File: config.mk
export PLATFORM = sky130hd
export DESIGN_NAME = axis_pkt_sched
export DESIGN_NICKNAME = d
export VERILOG_FILES = /design/src/rtl/axis_pkt_sched_pkg.sv /design/src/rtl/rr_arbiter.sv /design/src/rtl/axis_pkt_sched.sv
export SDC_FILE = /design/constraint.sdc
export NUM_CORES = 1
export LEC_CHECK = 0
export ABC_AREA = 1
export CAP_MARGIN = 40
export CELL_PAD_IN_SITES_DETAIL_PLACEMENT = 0
export CELL_PAD_IN_SITES_GLOBAL_PLACEMENT = 1
export CORE_AREA = 2 2 149 108
export CTS_BUF_LIST = sky130_fd_sc_hd__clkbuf_4 sky130_fd_sc_hd__clkbuf_8
export DETAILED_ROUTE_END_ITERATION = 10
export DIE_AREA = 0 0 151 110
export MAX_ROUTING_LAYER = met4
export PLACE_DENSITY = 0.93
export SYNTH_ARGS = -nofsm -noshare
export SYNTH_HDL_FRONTEND = slang
export SYNTH_SLANG_ARGS = --single-unit
File: constraint.sdc
create_clock -name clk -period 6 [get_ports clk]
set_input_delay 0.9 -clock clk [delete_from_list [all_inputs] [get_ports clk]]
set_output_delay 0.9 -clock clk [all_outputs]
set_load 0.05 [all_outputs]
File: src/rtl/axis_pkt_sched_pkg.sv
// Shared types for the packet scheduler: FSM state encoding.
package axis_pkt_sched_pkg;

  localparam int STATE_W = 2;

  typedef enum logic [STATE_W-1:0] {
    ST_IDLE = 2'd0,
    ST_ARB  = 2'd1,
    ST_XFER = 2'd2,
    ST_DONE = 2'd3
  } sched_state_t;

endpackage

File: src/rtl/rr_arbiter.sv
// Combinational round-robin arbiter: scan starts one past the last grant.
module rr_arbiter #(
  parameter int N     = 4,
  parameter int IDX_W = 2
) (
  input  logic [N-1:0]     req_i,
  input  logic [IDX_W-1:0] last_i,
  output logic [N-1:0]     gnt_o,
  output logic [IDX_W-1:0] idx_o,
  output logic             valid_o
);

  // NOTE: combinational blocks use blocking assignments and give every output
  // a default first, so no latch can be inferred on any path.
  always_comb begin
    int k;
    gnt_o   = '0;
    idx_o   = '0;
    valid_o = 1'b0;
    k       = 0;
    for (int i = 1; i <= N; i++) begin
      k = int'(last_i) + i;
      if (k >= N) k = k - N;
      if (!valid_o && req_i[k]) begin
        valid_o  = 1'b1;
        gnt_o[k] = 1'b1;
        idx_o    = IDX_W'(k);
      end
    end
  end

endmodule

File: src/rtl/axis_pkt_sched.sv
// Packet-granular round-robin scheduler: N_SRC FWFT FIFOs onto one AXI-Stream
// master, granting a source only when it holds a full PKT_LEN-word packet.
module axis_pkt_sched
  import axis_pkt_sched_pkg::*;
#(
  parameter int N_SRC      = 4,
  parameter int DATA_WIDTH = 32,
  parameter int PKT_LEN    = 512,
  parameter int LVL_WIDTH  = 10,
  parameter int ID_WIDTH   = 2,
  parameter int CNT_WIDTH  = 16
) (
  input  logic                          clk,
  input  logic                          rst_L,
  input  logic                          i_enable,
  input  logic [CNT_WIDTH-1:0]          i_pkt_limit,
  input  logic [N_SRC*DATA_WIDTH-1:0]   i_fifo_data,
  input  logic [N_SRC*LVL_WIDTH-1:0]    i_fifo_level,
  output logic [N_SRC-1:0]              o_fifo_en,
  output logic                          m_axis_tvalid,
  input  logic                          m_axis_tready,
  output logic [DATA_WIDTH-1:0]         m_axis_tdata,
  output logic [DATA_WIDTH/8-1:0]       m_axis_tkeep,
  output logic                          m_axis_tlast,
  output logic [ID_WIDTH-1:0]           m_axis_tdest,
  output logic                          o_busy,
  output logic                          o_done,
  output logic [CNT_WIDTH-1:0]          o_pkt_cnt
);

  localparam int                    BEAT_W    = $clog2(PKT_LEN);
  localparam logic [BEAT_W-1:0]     BEAT_LAST = BEAT_W'(PKT_LEN - 1);
  localparam logic [LVL_WIDTH-1:0]  LVL_PKT   = LVL_WIDTH'(PKT_LEN);

  sched_state_t          state_q, state_d;
  logic [ID_WIDTH-1:0]   grant_q, grant_d;
  logic [ID_WIDTH-1:0]   last_q, last_d;
  logic [BEAT_W-1:0]     beat_q, beat_d;
  logic [CNT_WIDTH-1:0]  cnt_q, cnt_d;
  logic [CNT_WIDTH-1:0]  limit_q, limit_d;

  logic [N_SRC-1:0]      eligible;
  logic [N_SRC-1:0]      arb_gnt;
  logic [ID_WIDTH-1:0]   arb_idx;
  logic                  arb_valid;
  logic                  xfer;
  logic                  handshake;
  logic [CNT_WIDTH-1:0]  cnt_inc;

  always_comb begin
    eligible = '0;
    for (int k = 0; k < N_SRC; k++)
      eligible[k] = i_fifo_level[k*LVL_WIDTH +: LVL_WIDTH] >= LVL_PKT;
  end

  rr_arbiter #(
    .N     (N_SRC),
    .IDX_W (ID_WIDTH)
  ) u_arb (
    .req_i   (eligible),
    .last_i  (last_q),
    .gnt_o   (arb_gnt),
    .idx_o   (arb_idx),
    .valid_o (arb_valid)
  );

  assign xfer      = (state_q == ST_XFER);
  assign handshake = xfer & m_axis_tready;
  assign cnt_inc   = (cnt_q == '1) ? cnt_q : cnt_q + CNT_WIDTH'(1);

  always_comb begin
    state_d = state_q;
    grant_d = grant_q;
    last_d  = last_q;
    beat_d  = beat_q;
    cnt_d   = cnt_q;
    limit_d = limit_q;
    case (state_q)
      ST_IDLE: begin
        if (i_enable) begin
          cnt_d   = '0;
          limit_d = i_pkt_limit;
          state_d = ST_ARB;
        end
      end
      ST_ARB: begin
        if (!i_enable) begin
          state_d = ST_IDLE;
        end else if (arb_valid) begin
          grant_d = arb_idx;
          beat_d  = '0;
          state_d = ST_XFER;
        end
      end
      ST_XFER: begin
        if (handshake) begin
          if (beat_q == BEAT_LAST) begin
            cnt_d  = cnt_inc;
            last_d = grant_q;
            if (limit_q != '0 && cnt_inc == limit_q) state_d = ST_DONE;
            else if (!i_enable)                      state_d = ST_IDLE;
            else                                     state_d = ST_ARB;
          end else begin
            beat_d = beat_q + BEAT_W'(1);
          end
        end
      end
      ST_DONE: begin
        if (!i_enable) state_d = ST_IDLE;
      end
      default: state_d = ST_IDLE;
    endcase
  end

  // NOTE: sequential state uses non-blocking assignments so every register
  // samples pre-edge values regardless of block evaluation order.
  always_ff @(posedge clk or negedge rst_L) begin
    if (!rst_L) begin
      state_q <= ST_IDLE;
      grant_q <= '0;
      last_q  <= ID_WIDTH'(N_SRC - 1);
      beat_q  <= '0;
      cnt_q   <= '0;
      limit_q <= '0;
    end else begin
      state_q <= state_d;
      grant_q <= grant_d;
      last_q  <= last_d;
      beat_q  <= beat_d;
      cnt_q   <= cnt_d;
      limit_q <= limit_d;
    end
  end

  // Grant is frozen for the whole packet, so the FWFT head feeds tdata directly.
  always_comb begin
    m_axis_tdata = '0;
    o_fifo_en    = '0;
    for (int k = 0; k < N_SRC; k++) begin
      if (grant_q == ID_WIDTH'(k)) begin
        m_axis_tdata = i_fifo_data[k*DATA_WIDTH +: DATA_WIDTH];
        o_fifo_en[k] = handshake;
      end
    end
  end

  assign m_axis_tvalid = xfer;
  assign m_axis_tlast  = xfer && (beat_q == BEAT_LAST);
  assign m_axis_tdest  = grant_q;
  assign m_axis_tkeep  = '1;
  assign o_busy        = (state_q != ST_IDLE);
  assign o_done        = (state_q == ST_DONE);
  assign o_pkt_cnt     = cnt_q;

endmodule

# After elaboration in Yosys (flattened, before gate mapping)
# Index checks and enable logic that the tools add are counted.
# W data, S select, Z words.
# classes
magnitude_cmp,12
n_reduce_logical,20
n_eq_ne,17
addsub,10
muxes,51
n_bitwise,1
# ops
cell,n
$mux W32,8
$ge A32 B4 Y1 const B,4
$lt A32 B4 Y1 const B,4
$sub A32 B4 Y32 const B,4
$mux W16,4
$ge A10 B10 Y1 const B,4
$mux W9,4
$pmux W16 S2,1
$mux W2,11
$pmux W9 S2,1
$mux W1,17
$add A16 B1 Y16 const B,1
$eq A16 B16 Y1,1
$eq A16 B16 Y1 const B,1
$reduce_bool A16 Y1,1
$ne A2 B2 Y1 const B,5
$reduce_and A5 Y1,2
$add A9 B1 Y9 const B,1
$eq A9 B9 Y1 const B,1
$bmux W1 S2,4
$eq A2 B2 Y1 const B,4
$pmux W2 S4,1
$add A2 B2 Y3 const B,2
$reduce_and A3 Y1,2
12 further kinds,23
# totals
inputBits,188
register_bits,47

# Logic depth before layout (Yosys ltp)
# Gate-level depths: netlist (run 1).
# logic_depth
ltp_word,19
ltp_mapped,17
mapped_depth_nobuf,16

# Modules after synthesis
# Synthesis (run 1) repeated with hierarchy kept, for this count alone.
# hier_totals
cells_unflattened,655
area_unflattened_um2,4164.0
# by_module_without_submodules
module,instances,cells_per_inst,area_per_inst_um2
axis_pkt_sched,1,574,3656.0
rr_arbiter,1,81,508.0

# Worst setup path before layout (run 1)
# No wires, ideal clock.
# synth_path
path_kind,register -> output
start,register state_q[1]
end,output port o_fifo_en[0]
stages_incl_launch_ff,7
slack_ns,2.879
arrival_time_ns,2.221
path_cell_list,dfrtp_1 > inv_1 > nor2_4 > inv_1 > nor2_1 > inv_1 > nor3_1
# synth_between
elab_chain_len,3
# synth_rtl
item,line,rtl
from (decl),axis_pkt_sched.sv:35,"sched_state_t state_q, state_d;"
from (signal assigned),axis_pkt_sched.sv:126,state_q <= state_d;
$eq A2 B2 Y1,axis_pkt_sched.sv:67,assign xfer = (state_q == ST_XFER);
named net m_axis_tvalid,axis_pkt_sched.sv:20,"output logic m_axis_tvalid,"
$and A1 B1 Y1,axis_pkt_sched.sv:68,assign handshake = xfer & m_axis_tready;
$mux W1,axis_pkt_sched.sv:140,if (grant_q == ID_WIDTH'(k)) begin
to (decl),axis_pkt_sched.sv:19,"output logic [N_SRC-1:0] o_fifo_en,"
# The timed path passes the listed nets, and every way through them passes these cells.

# Final worst setup path (run 1)
# layout_path
start,input port m_axis_tready
end,output port o_fifo_en[1]
# layout_between
elab_chain_len,2
# layout_rtl
item,line,rtl
from (decl),axis_pkt_sched.sv:21,"input logic m_axis_tready,"
$and A1 B1 Y1,axis_pkt_sched.sv:68,
$mux W1,axis_pkt_sched.sv:140,
# No other way between the ends.

==> results.toml, run 1 <==
[grt]
overflow = 0
grtUsageTotal_pct = 17.5
antenna_found_initial = 0
grt_pass1_wl_microns = 22300
grt_max_degree = 48
grt_pass1_vias = 4125

[power_and_ir_drop]
power_density_nw_per_um2 = 443
p_leak_nw = 2.77
finalPower_w = 0.00279
ir_worst_vdd_mv = 0.266

[sta]
drv_slew = 0
relSlewSlack_pct = 44.6
fin_crit_sh_pct = 61.5
hold_viol_final = 0
rsz0062_at_grt = "no"
tightest_slew_ns = 0.828
finalSetupViolations = 0
timing.fmax_mhz = 271
final.setup_skew_ns = 0.0102
finalSetupTns_ns = 0
finalCriticalPeriod_ns = 3.69

[detailed_routing]
num_vias = 4641
wl_met2_microns = 6770
drt-wirelength-per-cell_microns = 14.6
dr.first_iter.drc_count = 483
firstDrtPassIters = 5
postRouteAntennaNets = 0
drt-met1-wl_microns = 7520
wirelength_microns = 15200
viasPerCell = 4.48
drc_errors = 0
dr_wl_met3_microns = 766
top_layer = "met4"

[yosys]
syn_inst = 633
yosysWarnings = 0
ys_ff_latch = 47
synth_edf_count = 0
synth_seq_area_share_pct = 30.4
synthFlopType = "dfrtp_1"
synthArstFlopShare_pct = 100
avgSynthCellArea_sq_um = 6.12
ys_types = 38
syn_area_sq_um = 3880

[clock_network]
cts_resized = 0
cts_post_setup_buffers_inserted = 0
clock_sinks = 47
cts_root_buffer = "clkbuf_8"
clk_pin_slew_worst_paths_ns = 0.09
cts_max_path_buffers = 2
clkLatencyLatePin_ns = 0.31
cts_tree = "done"
numCtsBuffers = 5
ctsHtreeMaxLevel = 2
holdBufCountCts = 0

[critical_path]
startpoint = "m_axis_tready"
endpoint_kind = "primary output"
cp.arrival_ns = 2.79
cp_max_fo = 5
path_buf_inv = 4
startpoint_type = "primary input"
crit_family = "buffers and inverters"
cpPeakStageDelay_ns = 0.89
cp.required_ns = 5.10
worst_r2r_startpoint = "beat_q[0]$_DFFE_PN0P_"
critPathSlowestCell = "clkdlybuf4s50_1"
crit_chain = "clkdlybuf4s50_1, inv_1, nor2_1, inv_1, nor3_1, clkdlybuf4s50_1"
worst-setup-path-type = "primary input to primary output"

[min_path]
hold_class = "register to register"
min_from = "beat_q[8]$_DFFE_PN0P_"

[final_layout]
drive_gt1_share_pct = 7.18
nets = 1026
stdcell_area_sq_um = 6300
diodes = 0
utilization_pct = 41.7
area_growth_pct = 62.6
instances_no_fill = 1036

[die]
row_count = 38
dieArea_sq_um = 16600
dieWidth_microns = 151
die_h_microns = 110
initial_core_util_pct = 25.6
design.portCount = 250
core_region_area_sq_um = 15100

[place]
place_congestion = 0.838
dpl.cell_count = 1028
port_buffers = 209
dp_hpwl_microns = 12300
place_area_sq_um = 6190

[status]
outcome = "finished clean"

[flow_run]
maxCapViolCount = 0
sequential cells by signal (all words and copies together) (netlist names):
register	cells
limit_q	16
o_pkt_cnt	16
beat_q	9
last_q	2
m_axis_tdest	2
state_q	2
cell type report:
cell class / instances / area, sq um
repair buffers: 216 / 2160
flip-flops and latches: 47 / 1180
multi-input cells: 498 / 2350
well taps: 200 / 250
clock buffers: 6 / 76.3
clock inverters: 2 / 37.5
fillers: 1559 / 8820
inverters: 67 / 254
cell families (layout without fill, tap and decap cells):
family | count (synthesis) | count (layout) | share of synthesized area (%)
flip-flops | 47 | 47 | 30.4
adder cells (fa/ha/maj) | 3 | 3 | 0.968
multiplexers | 1 | 1 | 0.290
buffers and inverters | 91 | 291 | 9.55
XOR/XNOR | 10 | 10 | 2.26
other | 1 | 4 | 0.0967
AO/OA/AOI/OAI | 63 | 63 | 8.65
AND/OR/NAND/NOR | 417 | 417 | 47.8
final timing paths:
kind | end | slack, ns | cells after the start
worst max-delay path | o_fifo_en[1] | 2.31 | 6
worst min-delay path | beat_q[8]$_DFFE_PN0P_ | 0.50 | 2
worst max register to register | o_pkt_cnt[14]$_DFFE_PN0P_ | 3.27 | 11
worst min register to register | beat_q[8]$_DFFE_PN0P_ | 0.50 | 2
max in group asynchronous | o_pkt_cnt[3]$_DFFE_PN0P_ | 4.90 | 2
min in group asynchronous | limit_q[4]$_DFFE_PN0P_ | 0.67 | 2
worst min-delay path, stage by stage (launching register included):
cell,delay (ns)
dfrtp_1,0.36
nand2_1,0.05
o21ai_0,0.06
layer usage:
metal	up-vias	global-route usage, %
met4	0	2.74
met3	15	2.35
met2	140	24.4
li1	2430	-
met5	-	-
met1	2056	27.1
per-stage QoR:
stage / setup slack [ns] / hold slack [ns]
after floorplan: 2.88 / 0.459
after global placement: 2.37 / 0.476
after detailed placement: 2.35 / 0.484
after CTS: 2.31 / 0.507
after global routing: 2.16 / 0.549
final: 2.31 / 0.503
cell usage in the layout, fill, tap and decap left out, types with 2 or more instances in the layout:
master	instances
o22ai_1	6
nand3_1	36
clkbuf_8	5
or2_1	2
inv_2	9
nand2_4	4
inv_1	55
ha_1	3
o21ai_0	26
nor2_4	4
dfrtp_1	45
o21ai_1	5
buf_4	6
xor2_1	9
conb_1	4
nor2_2	9
dfstp_2	2
clkinv_1	2
nand4_1	41
a21oi_1	22
nor2_1	49
nand2_2	8
nor3_1	7
clkdlybuf4s50_1	208
nand2_1	252
cell usage after synthesis, types with 2 or more instances:
cell | instances | area share [%]
buf_4 | 4 | 0.77
or2_1 | 2 | 0.32
inv_2 | 9 | 0.87
nand2_4 | 4 | 1.2
nor2_2 | 6 | 0.97
xor2_1 | 9 | 2.0
dfrtp_1 | 45 | 29
clkinv_1 | 2 | 0.19
o21ai_0 | 26 | 3.4
nor3_1 | 7 | 0.90
nand4_1 | 41 | 6.6
nor2_1 | 52 | 5.0
ha_1 | 3 | 0.97
dfstp_2 | 2 | 1.4
nand3_1 | 36 | 4.6
a21oi_1 | 22 | 2.8
buf_2 | 3 | 0.39
o21ai_1 | 5 | 0.65
nor2_4 | 4 | 1.2
nand2_1 | 252 | 24
o22ai_1 | 6 | 0.97
nand2_2 | 8 | 1.3
clkbuf_1 | 16 | 1.5
inv_1 | 55 | 5.3
report_power, final:
group	internal [W]	switching (W)
Sequential	0.000429	0.000106
Clock	0.000129	0.000114
Combinational	0.000663	0.00135
No activity file was read; power rests on OpenSTA's default activity.
==> run 2, diff against run 1 <==
CORE_AREA = 2 2 162 117   (was 2 2 149 108)
DIE_AREA = 0 0 164 119   (was 0 0 151 110)
PLACE_DENSITY = 0.84   (was 0.93)
clock period = 3.25 ns   (was 6 ns; I/O delays follow)
==> results.toml, run 2 (same netlist as run 1, synthesis figures left out) <==
[sta]
finalCriticalPeriod_ns = 3.00
hold_viol_final = 0
finalSetupTns_ns = 0
fin_crit_sh_pct = 92.4
worst_slack_ns = 0.247
relSlewSlack_pct = 52.9
tightest_slew_ns = 0.706
rsz0062_at_grt = "no"
finalSetupViolations = 0
timing.fmax_mhz = 333
final.setup_skew_ns = 0.00689
drv_slew = 0

[critical_path]
r2r_cells = 13
endpoint_kind = "primary output"
worst-setup-path-type = "register to primary output"
cp_max_fo = 32
cp.required_ns = 2.76
startpoint_type = "register"
cp.arrival_ns = 2.52

[die]
core_region_area_sq_um = 18200
dieArea_sq_um = 19500
row_count = 42
design.portCount = 250
dieWidth_microns = 164
initial_core_util_pct = 21.3
die_h_microns = 119

[detailed_routing]
firstDrtPassIters = 5
postRouteAntennaNets = 0
num_vias = 4623
viasPerCell = 4.28
dr.first_iter.drc_count = 337
wirelength_microns = 15300
drc_errors = 0
drt-wirelength-per-cell_microns = 14.2

[power_and_ir_drop]
power_density_nw_per_um2 = 814
p_leak_nw = 2.80
ir_worst_vdd_mv = 0.277

[clock_network]
cts_post_setup_buffers_inserted = 0
cts_tree = "done"
cts_root_buffer = "clkbuf_8"
cts_max_path_buffers = 2
numCtsBuffers = 5
clock_sinks = 47
clk_pin_slew_worst_paths_ns = 0.09
clkLatencyLatePin_ns = 0.30
ctsHtreeMaxLevel = 2

[min_path]
hold_class = "primary input to asynchronous set/reset pin"

[grt]
overflow = 0
antenna_found_initial = 0
grtUsageTotal_pct = 15.9
grt_max_degree = 33
grt_pass1_vias = 4178
grt_pass1_wl_microns = 23600

[final_layout]
drive_gt1_share_pct = 8.00
regArea_sq_um = 1180
area_growth_pct = 63.5
diodes = 0
nFillCells = 1976
mostFrequentLayoutCell = "nand2_1"
multiInputGateArea_sq_um = 2350
final_cell_mix = "nand2_1 (252), clkdlybuf4s50_1 (202), inv_1 (55), nor2_1 (49), dfrtp_1 (45)"
nets = 1028

[place]
place_congestion = 0.869
port_buffers = 209
dp_hpwl_microns = 12500
dp_slack_ns = 0.429

[status]
outcome = "finished clean"

[flow_run]
maxCapViolCount = 0
[run 2: per-layer routing]
layer  wire length, microns  GRT usage, %  up-vias  part of all wire [%]
met5                      0             -        -                     0
met4                    261          3.51        0                   1.7
met3                    655          1.74       20                   4.3
met2                   6540          21.8      118                    43
met1                   7850          24.6     2054                    51
li1                       -             -     2431                     -
[run 2: timing repair]
action,CTS,global route
endpoints found under the setup margin,0,1
hold buffers,0,0
resized for setup,0,1
[run 2: through the flow]
stage	power (W)	hold WS [ns]	util (%)	std cells	area [sq um]
2_1_floorplan	0.00339	0.192	-	636	3890
4_1_cts	0.00518	0.246	34.7	1080	6340
5_1_grt	0.00549	0.280	34.8	1080	6340
3_5_place_dp	0.00472	0.492	34.1	1072	6220
6_report	0.00516	0.218	34.8	1080	6340
3_3_place_gp	0.00470	0.476	34.1	1072	6220
[run 2: worst max-delay path: stages (launching register included)]
cell and delay (ns):
dfrtp_1 0.52, inv_1 0.14, nor2_2 0.09, buf_4 0.36, nand2_1 0.12, nand4_1 0.14
clkdlybuf4s50_1 0.82
[run 2: path summary, 6_finish.rpt]
path                                             start                     end  slack [ns]
setup / recovery           m_axis_tdest[0]$_DFFE_PN0P_        m_axis_tdata[14]        0.25
hold / removal                                   rst_L  limit_q[5]$_DFFE_PN0P_        0.22
setup reg to reg              o_pkt_cnt[0]$_DFFE_PN0P_  state_q[1]$_DFFE_PN0P_        0.73
hold reg to reg                  beat_q[8]$_DFFE_PN0P_   beat_q[8]$_DFFE_PN0P_        0.52
max in group asynchronous                        rst_L   last_q[1]$_DFFE_PN1P_        2.25
min in group clk                 beat_q[8]$_DFFE_PN0P_   beat_q[8]$_DFFE_PN0P_        0.52
[run 2: report_power, final]
| group | switching (W) | internal [W] |
|---|---|---|
| registers | 0.000194 | 0.000792 |
| clock network | 0.000217 | 0.000230 |
| logic | 0.00251 | 0.00121 |
| total | 0.00292 | 0.00224 |
[run 2: cell type report]
| type | instances | area share (%) |
|---|---|---|
| Clock inverter | 3 | 0.691 |
| Timing Repair Buffer | 218 | 33.8 |
| Clock buffer | 5 | 1.09 |
| Inverter | 67 | 4.01 |
| Tap cell | 242 | 4.78 |
| Multi-Input combinational cell | 498 | 37.0 |
| Sequential cell | 47 | 18.6 |
==> run 3, diff against run 2 <==
REMOVE_ABC_BUFFERS = 1   (was unset)
==> results.toml, run 3 (same netlist as run 1, synthesis figures left out) <==
[final_layout]
regArea_sq_um = 1180
diodes = 0
drive_gt1_share_pct = 7.98
final_cell_mix = "nand2_1 (252), clkdlybuf4s50_1 (204), inv_1 (55), nor2_1 (49), dfrtp_1 (45)"
mostFrequentLayoutCell = "nand2_1"
area_growth_pct = 63.4
nFillCells = 1965
multiInputGateArea_sq_um = 2350
nets = 1030

[status]
outcome = "finished clean"

[place]
dp_hpwl_microns = 12800
port_buffers = 209
place_congestion = 0.876

[critical_path]
cpPeakStageDelay_ns = 0.83
cp.arrival_ns = 2.55
startpoint_type = "register"
endpoint_kind = "primary output"
crit_family = "buffers and inverters"
cp_max_fo = 32
crit_chain = "inv_1, nor2_2, buf_4, nand2_1, nand4_1, clkdlybuf4s50_1"
worst-setup-path-type = "register to primary output"
path_buf_inv = 3
critPathSlowestCell = "clkdlybuf4s50_1"
cp.required_ns = 2.76

[clock_network]
clk_pin_slew_worst_paths_ns = 0.10
holdBufCountCts = 0
cts_tree = "done"
cts_root_buffer = "clkbuf_8"
clock_sinks = 47
cts_post_setup_buffers_inserted = 0
clkLatencyLatePin_ns = 0.31
numCtsBuffers = 5
cts_max_path_buffers = 2
ctsHtreeMaxLevel = 2

[grt]
grt_pass1_wl_microns = 23800
overflow = 0
grt_pass1_vias = 4275
grtUsageTotal_pct = 16.1
antenna_found_initial = 0
grt_max_degree = 33

[detailed_routing]
num_vias = 4648
dr.first_iter.drc_count = 375
firstDrtPassIters = 4
drc_errors = 0
wirelength_microns = 15800
viasPerCell = 4.30
drt-wirelength-per-cell_microns = 14.6
postRouteAntennaNets = 0
dr_wl_met3_microns = 629
top_layer = "met4"
wl_met2_microns = 6750
drt-met1-wl_microns = 8190

[min_path]
hold_class = "primary input to asynchronous set/reset pin"

[sta]
final.setup_skew_ns = 0.00977
finalCriticalPeriod_ns = 3.04
tightest_slew_ns = 0.778
relSlewSlack_pct = 48.1
timing.hold.ws_ns = 0.239
rsz0062_at_grt = "no"
drv_slew = 0
hold_viol_final = 0
finalSetupTns_ns = 0
finalSetupViolations = 0
timing.fmax_mhz = 329
fin_crit_sh_pct = 93.5

[power_and_ir_drop]
power_density_nw_per_um2 = 805
ir_worst_vdd_mv = 0.591
p_leak_nw = 2.79

[die]
dieWidth_microns = 164
dieArea_sq_um = 19500
design.portCount = 250
row_count = 42
initial_core_util_pct = 21.3
die_h_microns = 119
core_region_area_sq_um = 18200

[flow_run]
maxCapViolCount = 0
[run 3: cell count changes in the layout (fill, tap and decap cells not counted), sizes merged]
cell,delta
bufinv,-1
clkbuf,+1
clkdlybuf4s50,+2
clkinv,-1
clkinvlp,+1
[run 3: area by class of cell]
cell class	instances	area share (%)
inverters	67	4.01
flip-flops and latches	47	18.6
repair buffers	220	34.2
multi-input cells	498	37.0
well taps	242	4.78
clock buffers	6	1.20
clock inverters	2	0.198
[run 3: timing repair]
item                       4_1_cts  5_1_grt
setup endpoints to repair        0        1
hold endpoints to repair         0        0
resized for setup                0        1
[run 3: layer usage]
metal / vias up / global-route usage [%]
met1: 2099 / 24.6
li1: 2440 / -
met3: 17 / 2.09
met4: 0 / 3.45
met2: 92 / 22.5
met5: - / -
[run 3: final timing paths]
path / startpoint / endpoint / slack [ns] / cells after the start
min in group clk: beat_q[8]$_DFFE_PN0P_ / beat_q[8]$_DFFE_PN0P_ / 0.50 / 2
max in group asynchronous: rst_L / last_q[1]$_DFFE_PN1P_ / 2.20 / 2
hold / removal: rst_L / limit_q[4]$_DFFE_PN0P_ / 0.24 / 1
setup reg to reg: o_pkt_cnt[1]$_DFFE_PN0P_ / state_q[1]$_DFFE_PN0P_ / 0.62 / 13
hold reg to reg: beat_q[8]$_DFFE_PN0P_ / beat_q[8]$_DFFE_PN0P_ / 0.50 / 2
setup / recovery: m_axis_tdest[0]$_DFFE_PN0P_ / m_axis_tdata[7] / 0.21 / 6
[run 3: stage by stage]
step                      area (sq um)  power (W)  worst slack [ns]  cells  util, %
after detailed placement          6240    0.00475             0.508   1074     34.2
after global routing              6330    0.00544            0.0950   1082     34.7
after floorplan                   3770    0.00336             0.366    612        -
after global placement            6240    0.00474             0.519   1074     34.2
final                             6330    0.00510             0.212   1082     34.7
after CTS                         6330    0.00514             0.154   1082     34.7
[run 3: report_power, final]
| part | switching (W) | internal (W) |
|---|---|---|
| logic | 0.00251 | 0.00122 |
| registers | 0.000196 | 0.000792 |
| clock network | 0.000220 | 0.000160 |
